File: src/rtl/axi4_sram_bridge.sv
// AXI4 slave to single-port sync SRAM, one INCR burst at a time; write beats 1/cycle, read beats 1 per 2 cycles.
// Backpressure: wready only in WR_DATA, B and R payloads held until bready/rready, no new AW/AR until IDLE.
module axi4_sram_bridge #(
  parameter int ADDR_WIDTH     = 32,
  parameter int DATA_WIDTH     = 32,
  parameter int ID_WIDTH       = 4,
  parameter int MEM_ADDR_WIDTH = 10
) (
  input  logic                      clk,
  input  logic                      resetn,
  input  logic                      awvalid,
  output logic                      awready,
  input  logic [ADDR_WIDTH-1:0]     awaddr,
  input  logic [ID_WIDTH-1:0]       awid,
  input  logic [7:0]                awlen,
  input  logic                      wvalid,
  output logic                      wready,
  input  logic [DATA_WIDTH-1:0]     wdata,
  input  logic [DATA_WIDTH/8-1:0]   wstrb,
  input  logic                      wlast,
  output logic                      bvalid,
  input  logic                      bready,
  output logic [ID_WIDTH-1:0]       bid,
  output logic [1:0]                bresp,
  input  logic                      arvalid,
  output logic                      arready,
  input  logic [ADDR_WIDTH-1:0]     araddr,
  input  logic [ID_WIDTH-1:0]       arid,
  input  logic [7:0]                arlen,
  output logic                      rvalid,
  input  logic                      rready,
  output logic [DATA_WIDTH-1:0]     rdata,
  output logic [ID_WIDTH-1:0]       rid,
  output logic [1:0]                rresp,
  output logic                      rlast,
  output logic                      mem_en,
  output logic [DATA_WIDTH/8-1:0]   mem_we,
  output logic [MEM_ADDR_WIDTH-1:0] mem_addr,
  output logic [DATA_WIDTH-1:0]     mem_wdata,
  input  logic [DATA_WIDTH-1:0]     mem_rdata
);

  localparam int STRB_W = DATA_WIDTH / 8;
  localparam int L      = $clog2(STRB_W);

  localparam logic [1:0] RESP_OKAY   = 2'b00;
  localparam logic [1:0] RESP_SLVERR = 2'b10;

  typedef enum logic [2:0] {
    IDLE,
    WR_DATA,
    WR_RESP,
    RD_REQ,
    RD_DATA
  } state_t;

  state_t                    state_q, state_d;
  logic                      prio_rd_q, prio_rd_d;
  logic [ID_WIDTH-1:0]       id_q, id_d;
  logic [7:0]                len_q, len_d;
  logic [7:0]                beat_q, beat_d;
  logic [MEM_ADDR_WIDTH-1:0] addr_q, addr_d;
  logic                      oor_q, oor_d;
  logic                      err_q, err_d;
  logic [DATA_WIDTH-1:0]     rdata_q, rdata_d;
  logic                      rfresh_q, rfresh_d;

  logic                      idle;
  logic                      aw_sel, ar_sel;
  logic                      aw_oor, ar_oor;
  logic                      last_beat;
  logic [DATA_WIDTH-1:0]     rd_val;
  logic                      unused_addr;

  assign idle      = (state_q == IDLE);
  assign last_beat = (beat_q == len_q);
  assign aw_oor    = (awaddr >> (MEM_ADDR_WIDTH + L)) != '0;
  assign ar_oor    = (araddr >> (MEM_ADDR_WIDTH + L)) != '0;
  // Sub-word address bits are dropped; only the word index and range test matter.
  assign unused_addr = ^{awaddr, araddr};

  // Contention goes to the side not served last; write wins first after reset.
  assign aw_sel  = awvalid && (!arvalid || !prio_rd_q);
  assign ar_sel  = arvalid && !aw_sel;
  assign awready = resetn && idle && !ar_sel;
  assign arready = resetn && idle && !aw_sel;

  // The first RD_DATA cycle sees the SRAM output directly; later cycles replay the capture.
  assign rd_val = oor_q    ? '0 :
                  rfresh_q ? mem_rdata : rdata_q;

  always_comb begin
    state_d   = state_q;
    prio_rd_d = prio_rd_q;
    id_d      = id_q;
    len_d     = len_q;
    beat_d    = beat_q;
    addr_d    = addr_q;
    oor_d     = oor_q;
    err_d     = err_q;
    rdata_d   = rdata_q;
    rfresh_d  = 1'b0;

    wready    = 1'b0;
    bvalid    = 1'b0;
    bid       = '0;
    bresp     = RESP_OKAY;
    rvalid    = 1'b0;
    rdata     = '0;
    rid       = '0;
    rresp     = RESP_OKAY;
    rlast     = 1'b0;
    mem_en    = 1'b0;
    mem_we    = '0;
    mem_addr  = '0;
    mem_wdata = '0;

    case (state_q)
      IDLE: begin
        if (awvalid && awready) begin
          state_d   = WR_DATA;
          prio_rd_d = 1'b1;
          id_d      = awid;
          len_d     = awlen;
          beat_d    = '0;
          addr_d    = awaddr[MEM_ADDR_WIDTH+L-1:L];
          oor_d     = aw_oor;
          err_d     = 1'b0;
        end else if (arvalid && arready) begin
          state_d   = RD_REQ;
          prio_rd_d = 1'b0;
          id_d      = arid;
          len_d     = arlen;
          beat_d    = '0;
          addr_d    = araddr[MEM_ADDR_WIDTH+L-1:L];
          oor_d     = ar_oor;
          err_d     = 1'b0;
        end
      end

      WR_DATA: begin
        wready = 1'b1;
        if (wvalid) begin
          if (!oor_q) begin
            mem_en    = 1'b1;
            mem_we    = wstrb;
            mem_addr  = addr_q;
            mem_wdata = wdata;
          end
          if (wlast != last_beat) begin
            err_d = 1'b1;
          end
          if (last_beat) begin
            state_d = WR_RESP;
          end else begin
            beat_d = beat_q + 8'd1;
            addr_d = addr_q + MEM_ADDR_WIDTH'(1);
          end
        end
      end

      WR_RESP: begin
        bvalid = 1'b1;
        bid    = id_q;
        bresp  = (oor_q || err_q) ? RESP_SLVERR : RESP_OKAY;
        if (bready) begin
          state_d = IDLE;
        end
      end

      RD_REQ: begin
        if (!oor_q) begin
          mem_en   = 1'b1;
          mem_addr = addr_q;
        end
        rfresh_d = 1'b1;
        state_d  = RD_DATA;
      end

      RD_DATA: begin
        rvalid  = 1'b1;
        rdata   = rd_val;
        rid     = id_q;
        rresp   = oor_q ? RESP_SLVERR : RESP_OKAY;
        rlast   = last_beat;
        rdata_d = rd_val;
        if (rready) begin
          if (last_beat) begin
            state_d = IDLE;
          end else begin
            state_d = RD_REQ;
            beat_d  = beat_q + 8'd1;
            addr_d  = addr_q + MEM_ADDR_WIDTH'(1);
          end
        end
      end

      default: state_d = IDLE;
    endcase
  end

  always_ff @(posedge clk or negedge resetn) begin
    if (!resetn) begin
      state_q   <= IDLE;
      prio_rd_q <= 1'b0;
      id_q      <= '0;
      len_q     <= '0;
      beat_q    <= '0;
      addr_q    <= '0;
      oor_q     <= 1'b0;
      err_q     <= 1'b0;
      rdata_q   <= '0;
      rfresh_q  <= 1'b0;
    end else begin
      state_q   <= state_d;
      prio_rd_q <= prio_rd_d;
      id_q      <= id_d;
      len_q     <= len_d;
      beat_q    <= beat_d;
      addr_q    <= addr_d;
      oor_q     <= oor_d;
      err_q     <= err_d;
      rdata_q   <= rdata_d;
      rfresh_q  <= rfresh_d;
    end
  end

endmodule

File: config.mk
export PLATFORM = sky130hd
export DESIGN_NAME = axi4_sram_bridge
export DESIGN_NICKNAME = d
export VERILOG_FILES = /design/src/rtl/axi4_sram_bridge.sv
export SDC_FILE = /design/constraint.sdc
export NUM_CORES = 1
export LEC_CHECK = 0
export CAP_MARGIN = 20
export CORE_AREA = 5 5 98 100
export DETAILED_ROUTE_END_ITERATION = 8
export DIE_AREA = 0 0 103 105
export DONT_BUFFER_PORTS = 1
export PLACE_DENSITY = 0.74
export SETUP_SLACK_MARGIN = 0.15
export SKIP_CTS_REPAIR_TIMING = 1
export SYNTH_ARGS = -nofsm -noshare
export SYNTH_HDL_FRONTEND = slang
export SYNTH_SLANG_ARGS = --single-unit
File: constraint.sdc
create_clock -name clk -period 1.8 [get_ports clk]
set_input_delay 0.27 -clock clk [delete_from_list [all_inputs] [get_ports clk]]
set_output_delay 0.27 -clock clk [all_outputs]
set_load 0.01 [all_outputs]
==> flow_metrics.py <==
metrics = {
    "yosys": {
        "synthFlopType": "dfrtp_1",
        "avgSynthCellArea_um2": 7.76,
        "synth-seq-area-share_pct": 37.6,
        "synth-edff-count": 0,
        "syn_area_um2": 4590,
        "ys_warn_count": 0,
        "ys_seq_elements": 69,
        "synthArstFlopShare_pct": 100,
        "ys_types": 54,
        "syn_inst": 591,
    },
    "sta": {
        "finalHoldViolations": 69,
        "setup_viol": 120,
        "report.final.slew_viol_count": 0,
        "fin_hold_ws_ps": -401,
        "rsz0062_at_grt": "yes",
        "fin_skew_ps": 15.4,
        "fin_crit_ps": 2100,
        "period_share_pct": 117,
        "max_clock_freq_mhz": 477,
        "finalSetupTns_ps": -23680,
        "worst_slack_ps": -297,
    },
    "power": {
        "internal_power_w": 0.00523,
        "power.switching_w": 0.00428,
        "p_comb_share_pct": 60.4,
        "finalPower_w": 0.00951,
        "seqPwrFrac_pct": 25.5,
        "ir_drop_uv": 1210,
        "netSwitchingFraction_pct": 45.0,
        "clock_power_share_pct": 14.1,
        "p_leak_nw": 2.90,
        "power.density_nw_per_um2": 1460,
    },
    "job": {
        "maxCapViolations": 0,
    },
    "route": {
        "ant_nets": 0,
        "vias": 4954,
        "dr.pass1.iters": 7,
        "remaining_drc_errors": 0,
        "wl_mm": 18.0,
        "drt_iter0_drc": 320,
        "viasPerCell": 6.45,
        "post_drt_wl_per_cell_um": 23.4,
    },
    "grt": {
        "grt_pass1_wl_mm": 22.5,
        "antenna_found_initial": 0,
        "use_met3_pct": 6.66,
        "use_met1_pct": 36.1,
        "grt_max_degree": 74,
        "track_usage_pct": 26.0,
        "grt_busiest_layer": "met2",
        "use_met2_pct": 40.1,
        "overflow": 0,
        "grt_pass1_vias": 4305,
    },
    "cells_and_area": {
        "area_delta_synth_final_pct": 42.1,
        "n_fill_cell": 564,
        "seq_area_um2": 1730,
        "layout-drive-gt1-share_pct": 39.8,
        "final_nets": 821,
        "diodes": 0,
        "multi_input_area_um2": 3360,
    },
    "worst_setup_path": {
        "r2r-start": "state_q[2]",
        "critPathRequiredTime_ps": 2070,
        "worstSetupPathType": "flip-flop to flip-flop",
        "r2r_cells": 9,
        "crit_fanout": 6,
        "start_kind": "flip-flop",
        "ff2ff_setup_slack_ps": -300,
        "crit_path_end_kind": "flip-flop",
        "timing.rr.end": "addr_q[2]",
        "critPathArrivalTime_ps": 2370,
    },
    "placed_design": {
        "place_congestion": 0.930,
        "hpwl_mm": 11.0,
        "io_buffers": 0,
        "pre_cts_slack_ps": -35.1,
    },
    "clock_network": {
        "clockBufferDepth": 2,
        "clockRootBuffer": "clkbuf_8",
        "cts_buffers": 9,
        "htree_num_levels": 3,
        "worstSkewPairLatency_ps": 360,
        "numClockSinks": 69,
        "cts_tree": "done",
        "path_clk_slew_ps": 100,
    },
    "floorplan": {
        "ios": 261,
        "dieArea_um2": 10800,
        "start_util_pct": 53.4,
        "fp.dieW_um": 103,
        "core_area_um2": 8590,
        "fp.dieH_um": 105,
        "rows": 34,
    },
    "outcome": {
        "status": "finished, violations left",
        "violations": "negative hold slack, negative setup slack",
    },
    "min_path": {
        "hold_class": "input pin to async pin",
    },
}
power by group through the flow:
| stage | registers [W] | logic [W] | clock network (W) |
|---|---|---|---|
| after detailed placement | 0.00239 | 0.00414 | 0 |
| after global routing | 0.00248 | 0.00609 | 0.00142 |
| after global placement | 0.00236 | 0.00403 | 0 |
| after floorplan | 0.00224 | 0.00321 | 0 |
| final | 0.00243 | 0.00574 | 0.00134 |
| after CTS | 0.00236 | 0.00418 | 0.00133 |
sequential cells by signal (all words and copies together), names as in the netlist:
signal and count:
state_q 3, addr_q 10, prio_rd_q 1, rfresh_q 1, err_q 1, beat_q 8, oor_q 1, id_q 4
len_q 8, rdata_q 32
cells in the mapped netlist (4+ instances only):
master	number	area [µm²]
a21o_1	4	30.0
a21oi_1	87	435
a22o_1	4	35.0
a31oi_1	8	50.1
a32o_1	5	50.1
and2_1	54	338
and3_1	6	37.5
buf_2	6	30.0
buf_4	7	52.6
buf_6	4	45.0
clkbuf_1	23	86.3
dfrtp_1	69	1730
inv_1	5	18.8
mux2i_1	4	40.0
nand2_1	64	240
nand2b_1	6	37.5
nand3_1	11	55.1
nor2_1	75	282
nor2b_1	33	206
nor3_1	4	20.0
nor4_1	11	68.8
o21ai_0	11	55.1
o21ai_1	30	150
o22ai_1	15	93.8
xor2_1	8	70.1
critical path, stage by stage (launching register included):
cell and delay [ps]:
dfrtp_1 420, buf_4 150, buf_6 110, buf_6 130, nor4b_4 420, and2_4 240, buf_6 130, a21oi_1 70
a32o_1 210, a21oi_1 150
placed cells by master (no fill, tap or decap), types with 4 or more instances in the layout:
master | netlist | routed
nand2_1 | 64 | 59
o22ai_2 | 0 | 9
inv_1 | 5 | 4
clkbuf_16 | 0 | 7
a21oi_1 | 87 | 79
nand2b_1 | 6 | 4
mux2i_1 | 4 | 4
nand3_1 | 11 | 8
a31oi_1 | 8 | 8
a21o_1 | 4 | 4
nand2_2 | 0 | 4
nor2_1 | 75 | 38
and2_4 | 1 | 52
nor2b_1 | 33 | 33
dfrtp_1 | 69 | 64
o21ai_0 | 11 | 5
buf_12 | 0 | 10
dfrtp_2 | 0 | 5
xor2_2 | 0 | 6
a22o_1 | 4 | 4
o21ai_1 | 30 | 36
buf_6 | 4 | 25
a21oi_2 | 0 | 7
clkbuf_8 | 0 | 9
a32o_1 | 5 | 5
nor4_1 | 11 | 10
nor2_4 | 0 | 38
buf_4 | 7 | 44
nand3_2 | 1 | 4
metal layers:
layer,wire length [µm],vias up
met4,676,0
met3,1710,81
li1,-,2169
met1,6700,2396
met2,8890,308
met5,0,-
cells by family after synthesis:
group | after synthesis | synth area share (%)
xor+xnor | 10 | 1.91
compound gates | 176 | 22.0
flops | 69 | 37.6
other cells | 1 | 0.0818
mux | 5 | 1.12
fa+ha+maj | 2 | 0.545
buf+inv | 49 | 5.43
simple gates | 279 | 31.3
cell type report:
type / instances / share of cell area [%]
Multi-Input combinational cell: 476 / 51.6
Sequential cell: 69 / 26.6
Timing Repair Buffer: 90 / 15.9
Tap cell: 108 / 2.07
Clock buffer: 10 / 1.96
Clock inverter: 6 / 1.09
Inverter: 8 / 0.653
Timing Repair inverter: 1 / 0.134
through the flow:
step | utilization (%) | cells | hold WS, ps | instance area, µm²
after detailed placement | 61.0 | 706 | -23.2 | 5240
after global placement | 61.0 | 706 | -23.2 | 5240
final | 75.8 | 768 | -401 | 6520
after floorplan | - | 592 | -25.6 | 5010
after CTS | 63.3 | 722 | -403 | 5440
after global routing | 75.8 | 768 | -421 | 6520
how the worst max path moves through the flow:
stage / startpoint / endpoint / slack (ps)
4_1_cts: state_q[1] / rdata[19] / -380
5_1_grt: state_q[2] / addr_q[2] / -370
6_report: state_q[2] / addr_q[2] / -300
3_3_place_gp: state_q[2] / addr_q[6] / -30
3_5_place_dp: state_q[2] / addr_q[4] / -40
2_1_floorplan: beat_q[4] / beat_q[2] / 80
Power figures use the tool's default switching activity.
